==> config.mk <==
export PLATFORM = sky130hd
export DESIGN_NAME = imem_loader
export DESIGN_NICKNAME = d
export VERILOG_FILES = /design/src/rtl/imem_loader_pkg.sv /design/src/rtl/imem_loader_byte_packer.sv /design/src/rtl/imem_loader.sv
export SDC_FILE = /design/constraint.sdc
export NUM_CORES = 1
export LEC_CHECK = 0
export ABC_CLOCK_PERIOD_IN_PS = 2500
export BUFFER_PORTS_ARGS = -buffer_cell sky130_fd_sc_hd__buf_2
export CAP_MARGIN = 20
export CORE_UTILIZATION = 50
export CTS_CLUSTER_SIZE = 10
export DETAILED_ROUTE_END_ITERATION = 8
export PLACE_DENSITY = 0.8
export SLEW_MARGIN = 5
export SYNTH_ARGS = -nofsm -noshare
export SYNTH_HDL_FRONTEND = slang
export SYNTH_SLANG_ARGS = --single-unit
==> constraint.sdc <==
create_clock -name clk -period 2.5 [get_ports clk]
set_clock_uncertainty 0.15 [all_clocks]
set_input_delay 0.25 -clock clk [delete_from_list [all_inputs] [get_ports clk]]
set_output_delay 0.25 -clock clk [all_outputs]
set_load 0.02 [all_outputs]
==> src/rtl/imem_loader_pkg.sv <==
// imem_loader_pkg: shared FSM states and stream-format constants for the loader
package imem_loader_pkg;
  typedef enum logic [2:0] {IDLE, LEN_LO, LEN_HI, BYTE, WRITE, RUN} state_t;
  localparam int LEN_BYTES = 2;
  localparam int WORD_BYTES = 4;
endpackage

==> src/rtl/imem_loader_byte_packer.sv <==
// byte_packer: counts accepted data bytes and assembles little-endian 32-bit words
module byte_packer
  import imem_loader_pkg::*;
(
  input  logic        clk,
  input  logic        rst,
  input  logic        clr,
  input  logic        en,
  input  logic [7:0]  data,
  output logic        last,
  output logic [31:0] word
);
  logic [1:0] cnt;
  assign last = cnt == 2'(WORD_BYTES - 1);
  // shifting in from the top leaves the first byte in bits 7:0 after four bytes
  always_ff @(posedge clk) begin
    if (rst || clr) begin
      cnt  <= '0;
      word <= '0;
    end else if (en) begin
      cnt  <= cnt + 2'd1;
      word <= {data, word[31:8]};
    end
  end
endmodule

==> src/rtl/imem_loader.sv <==
// imem_loader: streams a length-prefixed program into instruction memory, then releases the CPU
module imem_loader
  import imem_loader_pkg::*;
#(
  parameter int ADDR_W = 7
) (
  input  logic              clk,
  input  logic              rstn,
  input  logic              start,
  input  logic              in_valid,
  input  logic [7:0]        in_data,
  output logic              in_ready,
  output logic              im_we,
  output logic [ADDR_W-1:0] im_addr,
  output logic [31:0]       im_wdata,
  output logic              cpu_rstn,
  output logic              done,
  output logic              err
);
  localparam logic [16:0] MAX_N = 17'(1) << ADDR_W;
  state_t state, state_nx;
  logic [15:0] n, n_in;
  logic [7:0] len_lo;
  logic [ADDR_W:0] idx, idx_nx;
  logic go, ovf, last;
  assign n_in     = {in_data, len_lo};
  assign ovf      = {1'b0, n_in} > MAX_N;
  assign idx_nx   = idx + 1'b1;
  assign go       = start && (state == IDLE || state == RUN);
  assign in_ready = state inside {LEN_LO, LEN_HI, BYTE};
  assign im_we    = state == WRITE;
  assign im_addr  = idx[ADDR_W-1:0];
  assign cpu_rstn = state != RUN;
  byte_packer u_packer (
    .clk (clk),
    .rst (rstn),
    .clr (go),
    .en  (in_valid && state == BYTE),
    .data(in_data),
    .last(last),
    .word(im_wdata)
  );
  always_comb begin
    state_nx = state;
    unique case (state)
      IDLE:    state_nx = start ? LEN_LO : IDLE;
      LEN_LO:  state_nx = in_valid ? LEN_HI : LEN_LO;
      LEN_HI:  state_nx = !in_valid ? LEN_HI : n_in == 16'd0 ? RUN : ovf ? IDLE : BYTE;
      BYTE:    state_nx = (in_valid && last) ? WRITE : BYTE;
      WRITE:   state_nx = (16'(idx_nx) < n) ? BYTE : RUN;
      RUN:     state_nx = start ? LEN_LO : RUN;
      default: state_nx = IDLE;
    endcase
  end
  always_ff @(posedge clk) begin
    if (rstn) begin
      state  <= IDLE;
      n      <= '0;
      len_lo <= '0;
      idx    <= '0;
      done   <= 1'b0;
      err    <= 1'b0;
    end else begin
      state <= state_nx;
      done  <= state_nx == RUN && state != RUN;
      if (go) begin
        idx <= '0;
        n   <= '0;
        err <= 1'b0;
      end
      if (state == LEN_LO && in_valid) len_lo <= in_data;
      if (state == LEN_HI && in_valid) begin
        n <= n_in;
        if (ovf) err <= 1'b1;
      end
      if (state == WRITE) idx <= idx_nx;
    end
  end
endmodule

==> results.py, run 1 <==
metrics = {
    "synthesis": {
        "synth_async_sr_flop_share": 0,
        "post_synth_num_cell_types": 52,
        "main_combinational_cell_family_by_area_after_synthesis": "simple AND/OR/NAND/NOR gates",
        "postSynthNetCount": 379,
        "yosys.area.top_type": "sky130_fd_sc_hd__dfxtp_1",
        "post_syn_instances": 358,
        "synthAdderAreaFrac": 0.0368,
        "simple_gate_area_share_of_the_yosys_netlist": 0.199,
        "post_synthesis_instance_area_um2": 3060,
        "post_synth.cell_area_avg_um2": 8.55,
        "synth_top_cell_area_share": 0.464,
        "synth.area.mux_share": 0.0262,
        "ys_seq_area_frac": 0.464,
        "top_post_synthesis_cells_by_count": "sky130_fd_sc_hd__nand2_1, sky130_fd_sc_hd__dfxtp_1, sky130_fd_sc_hd__a21oi_1",
        "yosysWarningCount": 0,
        "synthXorXnorAreaFrac": 0.0143,
        "netlist_top_cells_area": "sky130_fd_sc_hd__dfxtp_1, sky130_fd_sc_hd__nand2_1, sky130_fd_sc_hd__a21oi_1",
        "synth_compound_area_frac": 0.192,
        "synthFlopType": "sky130_fd_sc_hd__dfxtp_1",
        "synth_seq_cells": 71,
        "synth_most_common_cell": "sky130_fd_sc_hd__nand2_1",
        "synth-edff-count": 0,
    },
    "route": {
        "routedWlPerCell_um": 14.1,
        "drt_pass1_iterations": 4,
        "detailroute.via_count": 2664,
        "drcViolationCount": 0,
        "first_iter_violations": 152,
        "post_drt_antenna_nets": 0,
        "postRouteWirelength_um": 6910,
        "vias_per_cell": 5.44,
    },
    "floorplan": {
        "design.die.area_um2": 6440,
        "die_w_um": 80.3,
        "start_util": 0.517,
        "core_um2": 5920,
        "fp-row-count": 28,
        "io_pins": 56,
        "chipHeight_um": 80.3,
    },
    "critical_path": {
        "cpPeakStageDelay_ns": 0.39,
        "startpoint_type": "register",
        "worst_ep_required_time_ns": 2.59,
        "path_delay_family": "compound AO/OA/AOI/OAI gates",
        "setup.reg_to_reg.worst_slack_ns": 0.06,
        "cp-end-kind": "register",
        "setup.worst_path.class": "register to register",
        "rr_endpoint": "done",
        "critPathMaxFanout": 4,
        "reg2reg_depth": 9,
        "r2r_start": "idx[0]",
        "critical-path-slowest-cell": "sky130_fd_sc_hd__dfxtp_4",
        "critical_path.n_buffers_inverters": 1,
        "crit_path_cell_trace": "buf_4 -> and3_1 -> nand3_1 -> xnor2_1 -> ha_1 -> and4_1 -> o221ai_2 -> a311o_1 -> a222oi_1",
        "worstPathArrival_ns": 2.53,
    },
    "power": {
        "clock_power_share": 0.427,
        "share_comb_of_total_power": 0.045,
        "power.leakage_uw": 0.00150,
        "highest_ir_drop_seen_on_vdd_uv": 454,
        "switchingPower_uw": 523,
        "p_int_uw": 1640,
        "portion_of_total_power_attributed_to_sequential_cells": 0.529,
        "power_density_nw_per_um2": 587,
        "swShare": 0.242,
    },
    "cells_and_area": {
        "fillCellCount": 513,
        "finish.cell_count_without_fillers": 490,
        "num-nets-final": 431,
        "layout.core_utilization": 0.622,
        "syn_to_final_growth_pct": 20.3,
        "post_route_cells_drive_above_1_share": 0.246,
        "antenna_cells_inserted": 0,
    },
    "cts": {
        "clk_root_buffer_cell": "sky130_fd_sc_hd__clkbuf_8",
        "numClockSinks": 71,
        "clk_pin_slew_ns": 0.08,
        "cts-htree-levels": 3,
        "tritoncts_buffer_count": 9,
        "worst_skew_pair.late_latency_ns": 0.34,
        "tritoncts": "built",
        "cts_buffer_depth": 2,
        "postCtsHoldBufs": 0,
    },
    "grt": {
        "via_count_of_the_first_global_routing_pass": 2329,
        "grt.total_usage": 0.221,
        "grt_overflow": 0,
        "grt_antenna_before_repair": 0,
        "grt_pass1_wl_um": 10800,
        "grt_max_degree": 35,
    },
    "sta": {
        "finalCritPeriodShare": 0.977,
        "hold_viol": 0,
        "max_clock_freq_mhz": 409,
        "tightestPinTransition_ns": 0.667,
        "timing.final.crit_period_ns": 2.44,
        "timing.final.max_slew_violations": 0,
        "max-slew-margin-rel": 0.556,
        "setup_viol": 0,
    },
    "placement": {
        "numPortBuffers": 55,
        "detailedPlacementHpwl_um": 4720,
        "gp_routability_congestion": 0.775,
        "dpl.cell_count": 472,
    },
    "min_path": {
        "cells_on_worst_hold_path": 3,
        "hold_path.class": "input port to register",
        "holdPathEnd": "u_packer.word[25]",
        "holdCritStartpoint": "in_data[1]",
    },
    "flow_run": {
        "timing.max_cap.violations": 0,
    },
    "run_status": {
        "status": "finished, final reports clean",
    },
}
registers in the layout (all words and copies together), names as in the netlist:
signal / count
done: 1
err: 1
idx: 8
len_lo: 8
n: 16
state: 3
u_packer.cnt: 2
u_packer.word: 32
layer usage:
layer	global-route usage	vias up	routed length, um
li1	-	1341	-
met1	0.287	1248	3260
met2	0.338	65	3170
met3	0.0682	10	344
met4	0.0946	0	133
met5	0	-	0
cell usage in the layout, fill, tap and decap left out, types with 7 or more instances in the layout:
cell type / instances
sky130_fd_sc_hd__nand2_1: 74
sky130_fd_sc_hd__dfxtp_1: 67
sky130_fd_sc_hd__buf_2: 55
sky130_fd_sc_hd__a21oi_1: 41
sky130_fd_sc_hd__nor2_1: 17
sky130_fd_sc_hd__a22o_1: 17
sky130_fd_sc_hd__buf_4: 17
sky130_fd_sc_hd__inv_1: 12
sky130_fd_sc_hd__clkbuf_8: 9
sky130_fd_sc_hd__mux2i_1: 8
sky130_fd_sc_hd__or3_1: 7
layout make-up:
| type | count | area (um2) | area share |
|---|---|---|---|
| Timing Repair Buffer | 72 | 403 | 0.109 |
| Clock inverter | 7 | 76.3 | 0.0207 |
| Tap cell | 75 | 93.8 | 0.0255 |
| Multi-Input combinational cell | 244 | 1510 | 0.409 |
| Sequential cell | 71 | 1430 | 0.389 |
| Inverter | 12 | 45.0 | 0.0122 |
| Clock buffer | 9 | 124 | 0.0336 |
worst register-to-register path, cell delays in order (launching register included):
cell	delay, ns
sky130_fd_sc_hd__dfxtp_4	0.39
sky130_fd_sc_hd__buf_4	0.14
sky130_fd_sc_hd__and3_1	0.22
sky130_fd_sc_hd__nand3_1	0.14
sky130_fd_sc_hd__xnor2_1	0.15
sky130_fd_sc_hd__ha_1	0.29
sky130_fd_sc_hd__and4_1	0.22
sky130_fd_sc_hd__o221ai_2	0.10
sky130_fd_sc_hd__a311o_1	0.30
sky130_fd_sc_hd__a222oi_1	0.24
kinds of logic after synthesis:
kind of cell               count (synthesis)
and+or+nand+nor                          132
AOI/OAI and AO/OA                         90
DFF                                       71
buffers and inverters                     43
adders and majority gates                  9
muxes                                      8
xor gates and xnor gates                   5
worst max-delay path by stage:
stage            from        to  cells past startpoint  slack [ns]
2_1_floorplan  idx[1]  state[2]                      9        0.07
3_3_place_gp   idx[1]  state[2]                      8        0.04
3_5_place_dp   idx[1]  state[2]                      8      -0.009
4_1_cts        idx[1]      done                      8       0.007
5_1_grt        idx[0]      done                      9       -0.01
6_report       idx[0]      done                      9        0.06
power by group through the flow:
stage	Sequential, uW	Clock, uW	Combinational [uW]
floorplan	1170	0	64.1
global placement	1170	0	93.7
detailed placement	1170	0	95.0
CTS	1140	940	95.4
global route	1140	983	105
finish	1140	922	96.9
stage by stage:
step / cell area (um2) / TNS [ns] / hold slack, ns / total power (uW) / worst slack [ns]
detailed placement: 3410 / -0.00922 / 0.295 / 1270 / -0.00922
finish: 3680 / 0 / 0.0205 / 2160 / 0.0568
global placement: 3410 / 0 / 0.289 / 1260 / 0.0371
global route: 3680 / -0.0105 / 0.0186 / 2230 / -0.0105
CTS: 3670 / 0 / 0.00776 / 2180 / 0.00652
floorplan: 3100 / 0 / 0.233 / 1230 / 0.0696
timing repair:
action                                  CTS  global route
setup buffers                             2             0
pin swaps                                 4             2
gates resized for setup                   7             3
endpoints found under the setup margin    2             2
No activity file was read; power rests on OpenSTA's default activity.
==> inputs of run 2 (changes only) <==
Settings changed: PLACE_DENSITY 0.8 to 0.79, SYNTH_HIERARCHICAL from default to 1.
==> results.py, run 2 <==
metrics = {
    "cells_and_area": {
        "layout_common_cells": "sky130_fd_sc_hd__dfxtp_1, sky130_fd_sc_hd__buf_2, sky130_fd_sc_hd__nor2_1, sky130_fd_sc_hd__mux2i_1, sky130_fd_sc_hd__nand2_1",
        "area_occupied_by_multi_input_gates_um2": 1600,
        "num-nets-final": 423,
        "final_common_cell": "sky130_fd_sc_hd__dfxtp_1",
        "syn_to_final_growth_pct": 15.8,
        "post_route_cells_drive_above_1_share": 0.251,
        "sequential_cell_area_um2": 1420,
        "fillCellCount": 538,
        "largestRegisters": "u_packer/word: 32 flops, n: 16 flops",
        "antenna_cells_inserted": 0,
        "register_name_with_the_most_flops": "u_packer/word",
        "finish.cell_count_without_fillers": 482,
        "max_ffs_per_register": 32,
    },
    "synthesis": {
        "post_synthesis_instance_area_um2": 3240,
        "netlist_top_cells_area": "sky130_fd_sc_hd__dfxtp_1, sky130_fd_sc_hd__mux2i_1, sky130_fd_sc_hd__nor2_1",
        "synthFlopType": "sky130_fd_sc_hd__dfxtp_1",
        "synth_top_cell_area_share": 0.438,
        "synth_seq_cells": 71,
        "postSynthNetCount": 376,
        "synth-edff-count": 0,
        "post_syn_instances": 355,
        "ys_seq_area_frac": 0.438,
        "synth_most_common_cell": "sky130_fd_sc_hd__dfxtp_1",
        "post_synth.cell_area_avg_um2": 9.13,
        "yosys.area.top_type": "sky130_fd_sc_hd__dfxtp_1",
        "yosysWarningCount": 6,
        "synth_async_sr_flop_share": 0,
        "post_synth_num_cell_types": 41,
        "top_post_synthesis_cells_by_count": "sky130_fd_sc_hd__dfxtp_1, sky130_fd_sc_hd__nor2_1, sky130_fd_sc_hd__mux2i_1",
    },
    "cts": {
        "cts-htree-levels": 3,
        "clk_pin_slew_ns": 0.08,
        "tritoncts_buffer_count": 9,
        "clk_root_buffer_cell": "sky130_fd_sc_hd__clkbuf_8",
        "numClockSinks": 71,
        "worst_skew_pair.late_latency_ns": 0.36,
        "tritoncts": "built",
        "postCtsHoldBufs": 0,
        "cts_buffer_depth": 2,
    },
    "critical_path": {
        "startpoint_type": "register",
        "crit_path_cell_trace": "and3_4 -> buf_4 -> xor2_1 -> ha_2 -> or3_1 -> o211ai_1 -> o32ai_2 -> a221oi_2 -> a2111oi_2",
        "setup.worst_path.class": "register to register",
        "worst_setup_path_startpoint": "idx[1]",
        "worst_ep_required_time_ns": 2.55,
        "cpPeakStageDelay_ns": 0.35,
        "worstPathArrival_ns": 2.48,
        "critPathMaxFanout": 4,
        "rr_endpoint": "done",
        "critical-path-slowest-cell": "sky130_fd_sc_hd__dfxtp_2",
        "setup.reg_to_reg.worst_slack_ns": 0.07,
        "r2r_start": "idx[1]",
        "cp-end-kind": "register",
        "reg2reg_depth": 9,
    },
    "power": {
        "power_density_nw_per_um2": 609,
        "power.leakage_uw": 0.00149,
        "highest_ir_drop_seen_on_vdd_uv": 332,
    },
    "route": {
        "postRouteWirelength_um": 7170,
        "first_iter_violations": 189,
        "drt_pass1_iterations": 4,
        "drcViolationCount": 0,
        "post_drt_antenna_nets": 0,
        "vias_per_cell": 5.49,
        "detailroute.via_count": 2646,
        "routedWlPerCell_um": 14.9,
    },
    "sta": {
        "tightestPinTransition_ns": 0.612,
        "setup_viol": 0,
        "timing.final.ws_setup_ns": 0.0724,
        "max_clock_freq_mhz": 412,
        "finalCritPeriodShare": 0.971,
        "timing.final.crit_period_ns": 2.43,
        "hold_viol": 0,
        "timing.final.max_slew_violations": 0,
        "max-slew-margin-rel": 0.591,
        "rsz0062_at_grt": "no",
    },
    "floorplan": {
        "core_um2": 6100,
        "start_util": 0.532,
        "chipHeight_um": 82.5,
        "die_w_um": 82.5,
        "design.die.area_um2": 6810,
        "io_pins": 56,
        "fp-row-count": 28,
    },
    "run_status": {
        "status": "finished, final reports clean",
    },
    "grt": {
        "grt.total_usage": 0.225,
        "grt_antenna_before_repair": 0,
        "grt_max_degree": 35,
        "via_count_of_the_first_global_routing_pass": 2522,
        "grt_pass1_wl_um": 11400,
        "grt_overflow": 0,
    },
    "placement": {
        "placement.setup.worst_slack_ns": -0.00122,
        "gp_routability_congestion": 0.819,
        "detailedPlacementHpwl_um": 4780,
        "numPortBuffers": 55,
        "dpl.cell_count": 465,
    },
    "min_path": {
        "cells_on_worst_hold_path": 3,
        "holdCritStartpoint": "in_data[6]",
        "holdPathEnd": "n[14]",
        "hold_path.class": "input port to register",
    },
    "flow_run": {
        "timing.max_cap.violations": 0,
    },
}
[run 2: cell types whose count changed in the layout (fill, tap and decap cells not counted), sizes merged, moves of 6 or more]
cell,previous run,this run
buf,72,66
nor2,17,57
a22o,17,0
a21oi,41,27
nand3,6,26
mux2i,8,41
nand2,74,28
[run 2: logic make-up after synthesis]
kind of cell	Yosys count	share of synthesized area
adder cells (fa/ha/maj)	9	0.0347
buffers and inverters	42	0.0822
AND/OR/NAND/NOR	137	0.204
AO/OA/AOI/OAI	46	0.0899
multiplexers	41	0.127
flip-flops	71	0.438
XOR/XNOR	9	0.0243
[run 2: metrics by stage]
| step | area, um2 | hold slack [ns] | TNS [ns] | total power (uW) | util |
|---|---|---|---|---|---|
| after floorplan | 3240 | 0.236 | 0 | 1260 | - |
| after global placement | 3480 | 0.293 | 0 | 1280 | 0.571 |
| after detailed placement | 3480 | 0.308 | -0.00122 | 1280 | 0.571 |
| after CTS | 3710 | 0.00942 | 0 | 2300 | 0.608 |
| after global routing | 3750 | 0.0169 | 0 | 2360 | 0.616 |
| final | 3750 | 0.0240 | 0 | 2290 | 0.616 |
[run 2: what timing repair did]
item / in CTS / in global routing
pin swaps: 1 / 6
endpoints found under the setup margin: 1 / 2
gates resized for setup: 2 / 9
buffers inserted: 0 / 1
[run 2: worst max-delay path: cells and delay by family (launching register included)]
kind / cells / cell delay, ns
AND/OR/NAND/NOR: 2 / 0.52
XOR/XNOR: 1 / 0.15
buffers and inverters: 1 / 0.14
adder cells (fa/ha/maj): 1 / 0.20
AO/OA/AOI/OAI: 4 / 0.76
flip-flops: 1 / 0.35
[run 2: worst max path at each step]
stage,to,slack [ns]
after floorplan,done,0.09
after global placement,done,0.12
after detailed placement,done,-0.001
after CTS,done,0.02
after global routing,done,0.004
final,done,0.07
[run 2: layout make-up]
type	count	area share
Clock inverter	6	0.0250
Tap cell	75	0.0250
Multi-Input combinational cell	242	0.426
Sequential cell	71	0.379
Inverter	12	0.0120
Timing Repair Buffer	66	0.0986
Clock buffer	10	0.0340
[run 2: report_power, final]
| part | internal [uW] | switching (uW) | total (uW) |
|---|---|---|---|
| Combinational | 36.6 | 75.7 | 112 |
| Sequential | 1140 | 10.0 | 1150 |
| Clock | 569 | 460 | 1030 |
| Total | 1740 | 545 | 2290 |
[run 2: per-layer routing]
metal,GRT usage,wire length (um),up-vias,share of wire
li1,-,-,1299,-
met1,0.269,3280,1270,0.46
met2,0.380,3470,65,0.48
met3,0.0516,293,12,0.041
met4,0.107,131,0,0.018
met5,0,0,-,0
==> inputs of run 3 (changes only) <==
--- a/config.mk
+++ b/config.mk
@@ -9,4 +9,5 @@
 export BUFFER_PORTS_ARGS = -buffer_cell sky130_fd_sc_hd__buf_2
 export CAP_MARGIN = 20
+export CORE_MARGIN = 2
 export CORE_UTILIZATION = 50
 export CTS_CLUSTER_SIZE = 10
==> constraint.sdc (replaced) <==
create_clock -name clk -period 2.5 [get_ports clk]
set_clock_uncertainty 0.15 [all_clocks]
set_input_delay 0.5 -clock clk [delete_from_list [all_inputs] [get_ports clk]]
set_output_delay 0.5 -clock clk [all_outputs]
set_load 0.02 [all_outputs]
==> results.py, run 3 (synthesis gave the netlist of run 2 again) <==
metrics = {
    "cells_and_area": {
        "max_ffs_per_register": 32,
        "antenna_cells_inserted": 0,
        "post_route_cells_drive_above_1_share": 0.254,
        "layout_common_cells": "sky130_fd_sc_hd__dfxtp_1, sky130_fd_sc_hd__buf_2, sky130_fd_sc_hd__nor2_1, sky130_fd_sc_hd__mux2i_1, sky130_fd_sc_hd__nand2_1",
        "register_name_with_the_most_flops": "u_packer/word",
        "largestRegisters": "u_packer/word: 32 flops, n: 16 flops",
        "final_common_cell": "sky130_fd_sc_hd__dfxtp_1",
        "syn_to_final_growth_pct": 15.5,
        "layout.core_utilization": 0.593,
        "num-nets-final": 425,
    },
    "power": {
        "power.leakage_uw": 0.00149,
        "power_density_nw_per_um2": 560,
        "highest_ir_drop_seen_on_vdd_uv": 608,
    },
    "cts": {
        "clk_pin_slew_ns": 0.08,
        "postCtsHoldBufs": 0,
        "cts-htree-levels": 3,
        "worst_skew_pair.late_latency_ns": 0.35,
        "cts_buffer_depth": 2,
        "tritoncts": "built",
        "clk_root_buffer_cell": "sky130_fd_sc_hd__clkbuf_8",
        "numClockSinks": 71,
        "tritoncts_buffer_count": 9,
    },
    "floorplan": {
        "chipHeight_um": 84.5,
        "io_pins": 56,
        "die_w_um": 84.5,
        "start_util": 0.513,
        "design.die.area_um2": 7140,
        "fp-row-count": 29,
        "core_um2": 6310,
    },
    "route": {
        "routedWlPerCell_um": 14.1,
        "drt_pass1_iterations": 5,
        "drcViolationCount": 0,
        "post_drt_antenna_nets": 0,
        "postRouteWirelength_um": 6870,
        "vias_per_cell": 5.37,
        "first_iter_violations": 122,
        "detailroute.via_count": 2609,
    },
    "critical_path": {
        "startpoint_type": "register",
        "setup.worst_path.class": "register to register",
        "reg2reg_depth": 10,
        "cp-end-kind": "register",
        "r2r_start": "idx[1]",
        "worstPathArrival_ns": 2.49,
        "setup.reg_to_reg.worst_slack_ns": 0.07,
        "critPathMaxFanout": 4,
        "worst_ep_required_time_ns": 2.56,
        "rr_endpoint": "done",
    },
    "min_path": {
        "cells_on_worst_hold_path": 3,
        "holdCritStartpoint": "in_data[4]",
        "hold_path.class": "input port to register",
        "holdPathEnd": "n[12]",
    },
    "grt": {
        "grt.total_usage": 0.191,
        "grt_max_degree": 35,
        "grt_overflow": 0,
        "via_count_of_the_first_global_routing_pass": 2361,
        "grt_antenna_before_repair": 0,
        "grt_pass1_wl_um": 11100,
    },
    "flow_run": {
        "timing.max_cap.violations": 0,
    },
    "placement": {
        "detailedPlacementHpwl_um": 4690,
        "gp_routability_congestion": 0.830,
        "numPortBuffers": 55,
        "placement.setup.worst_slack_ns": 0.0184,
    },
    "sta": {
        "tightestPinTransition_ns": 0.571,
        "max-slew-margin-rel": 0.619,
        "timing.final.ws_setup_ns": 0.0701,
        "finalCritPeriodShare": 0.972,
        "fin_tns_setup_ns": 0,
        "hold_viol": 0,
        "rsz0062_at_grt": "yes",
        "max_clock_freq_mhz": 412,
        "timing.final.max_slew_violations": 0,
        "setup_viol": 0,
        "timing.final.crit_period_ns": 2.43,
    },
    "run_status": {
        "status": "finished, final reports clean",
    },
}
-- run 3: cell types whose count changed in the layout (fill, tap and decap cells not counted), moves of 2 or more --
cell                        previous run  this run
sky130_fd_sc_hd__buf_4                10        12
sky130_fd_sc_hd__inv_6                 1         3
sky130_fd_sc_hd__clkinv_2              0         2
sky130_fd_sc_hd__bufinv_16             2         0
-- run 3: how the worst max path moves through the flow --
| stage | slack, ns | startpoint | endpoint |
|---|---|---|---|
| 2_1_floorplan | 0.09 | idx[2] | done |
| 3_3_place_gp | 0.12 | idx[1] | done |
| 3_5_place_dp | 0.02 | idx[1] | done |
| 4_1_cts | 0.02 | idx[1] | done |
| 5_1_grt | -0.06 | idx[1] | done |
| 6_report | 0.07 | idx[1] | done |
-- run 3: where the power goes --
| group | total [uW] | switching [uW] | leakage (uW) | internal [uW] |
|---|---|---|---|---|
| Sequential | 1150 | 10.7 | 0.000573 | 1140 |
| Combinational | 113 | 75.4 | 0.000820 | 38.1 |
| Clock | 835 | 465 | 0.0000944 | 370 |
| Total | 2100 | 552 | 0.00149 | 1550 |
-- run 3: cell type report --
type | instances | area, um2
clock buffers | 9 | 124
clock inverters | 7 | 53.8
fillers | 549 | 2570
inverters | 12 | 45.0
multi-input cells | 242 | 1620
flip-flops and latches | 71 | 1420
well taps | 77 | 96.3
repair buffers | 68 | 385
-- run 3: layer usage --
layer / up-vias / GRT usage / part of all wire
met5: - / 0 / 0
met4: 0 / 0.0620 / 0.015
met3: 10 / 0.0541 / 0.054
met2: 67 / 0.299 / 0.48
met1: 1222 / 0.254 / 0.45
li1: 1310 / - / -
-- run 3: worst max-delay path, cell delays in order, from the launching register on --
cell and delay, ns:
sky130_fd_sc_hd__dfxtp_2 0.36, sky130_fd_sc_hd__and3_4 0.18, sky130_fd_sc_hd__and3_4 0.20, sky130_fd_sc_hd__nand3_4 0.08
sky130_fd_sc_hd__xnor2_2 0.17, sky130_fd_sc_hd__ha_1 0.35, sky130_fd_sc_hd__a21oi_2 0.16, sky130_fd_sc_hd__o21a_1 0.17
sky130_fd_sc_hd__o32ai_4 0.09, sky130_fd_sc_hd__a221oi_2 0.31, sky130_fd_sc_hd__a2111oi_2 0.06
-- run 3: repair_timing --
item,CTS,global route
gates cloned,0,0
pin swaps,1,9
setup endpoints to repair,1,2
gates resized for setup,1,11
buffers inserted,0,2
-- run 3: stage by stage --
stage               cell area, um2  power, uW  hold slack (ns)  cells
floorplan                     3240       1260            0.294    355
global route                  3740       2180            0.270    486
finish                        3740       2100            0.279    486
detailed placement            3490       1280            0.303    468
global placement              3490       1280            0.296    468
CTS                           3670       2110            0.269    484
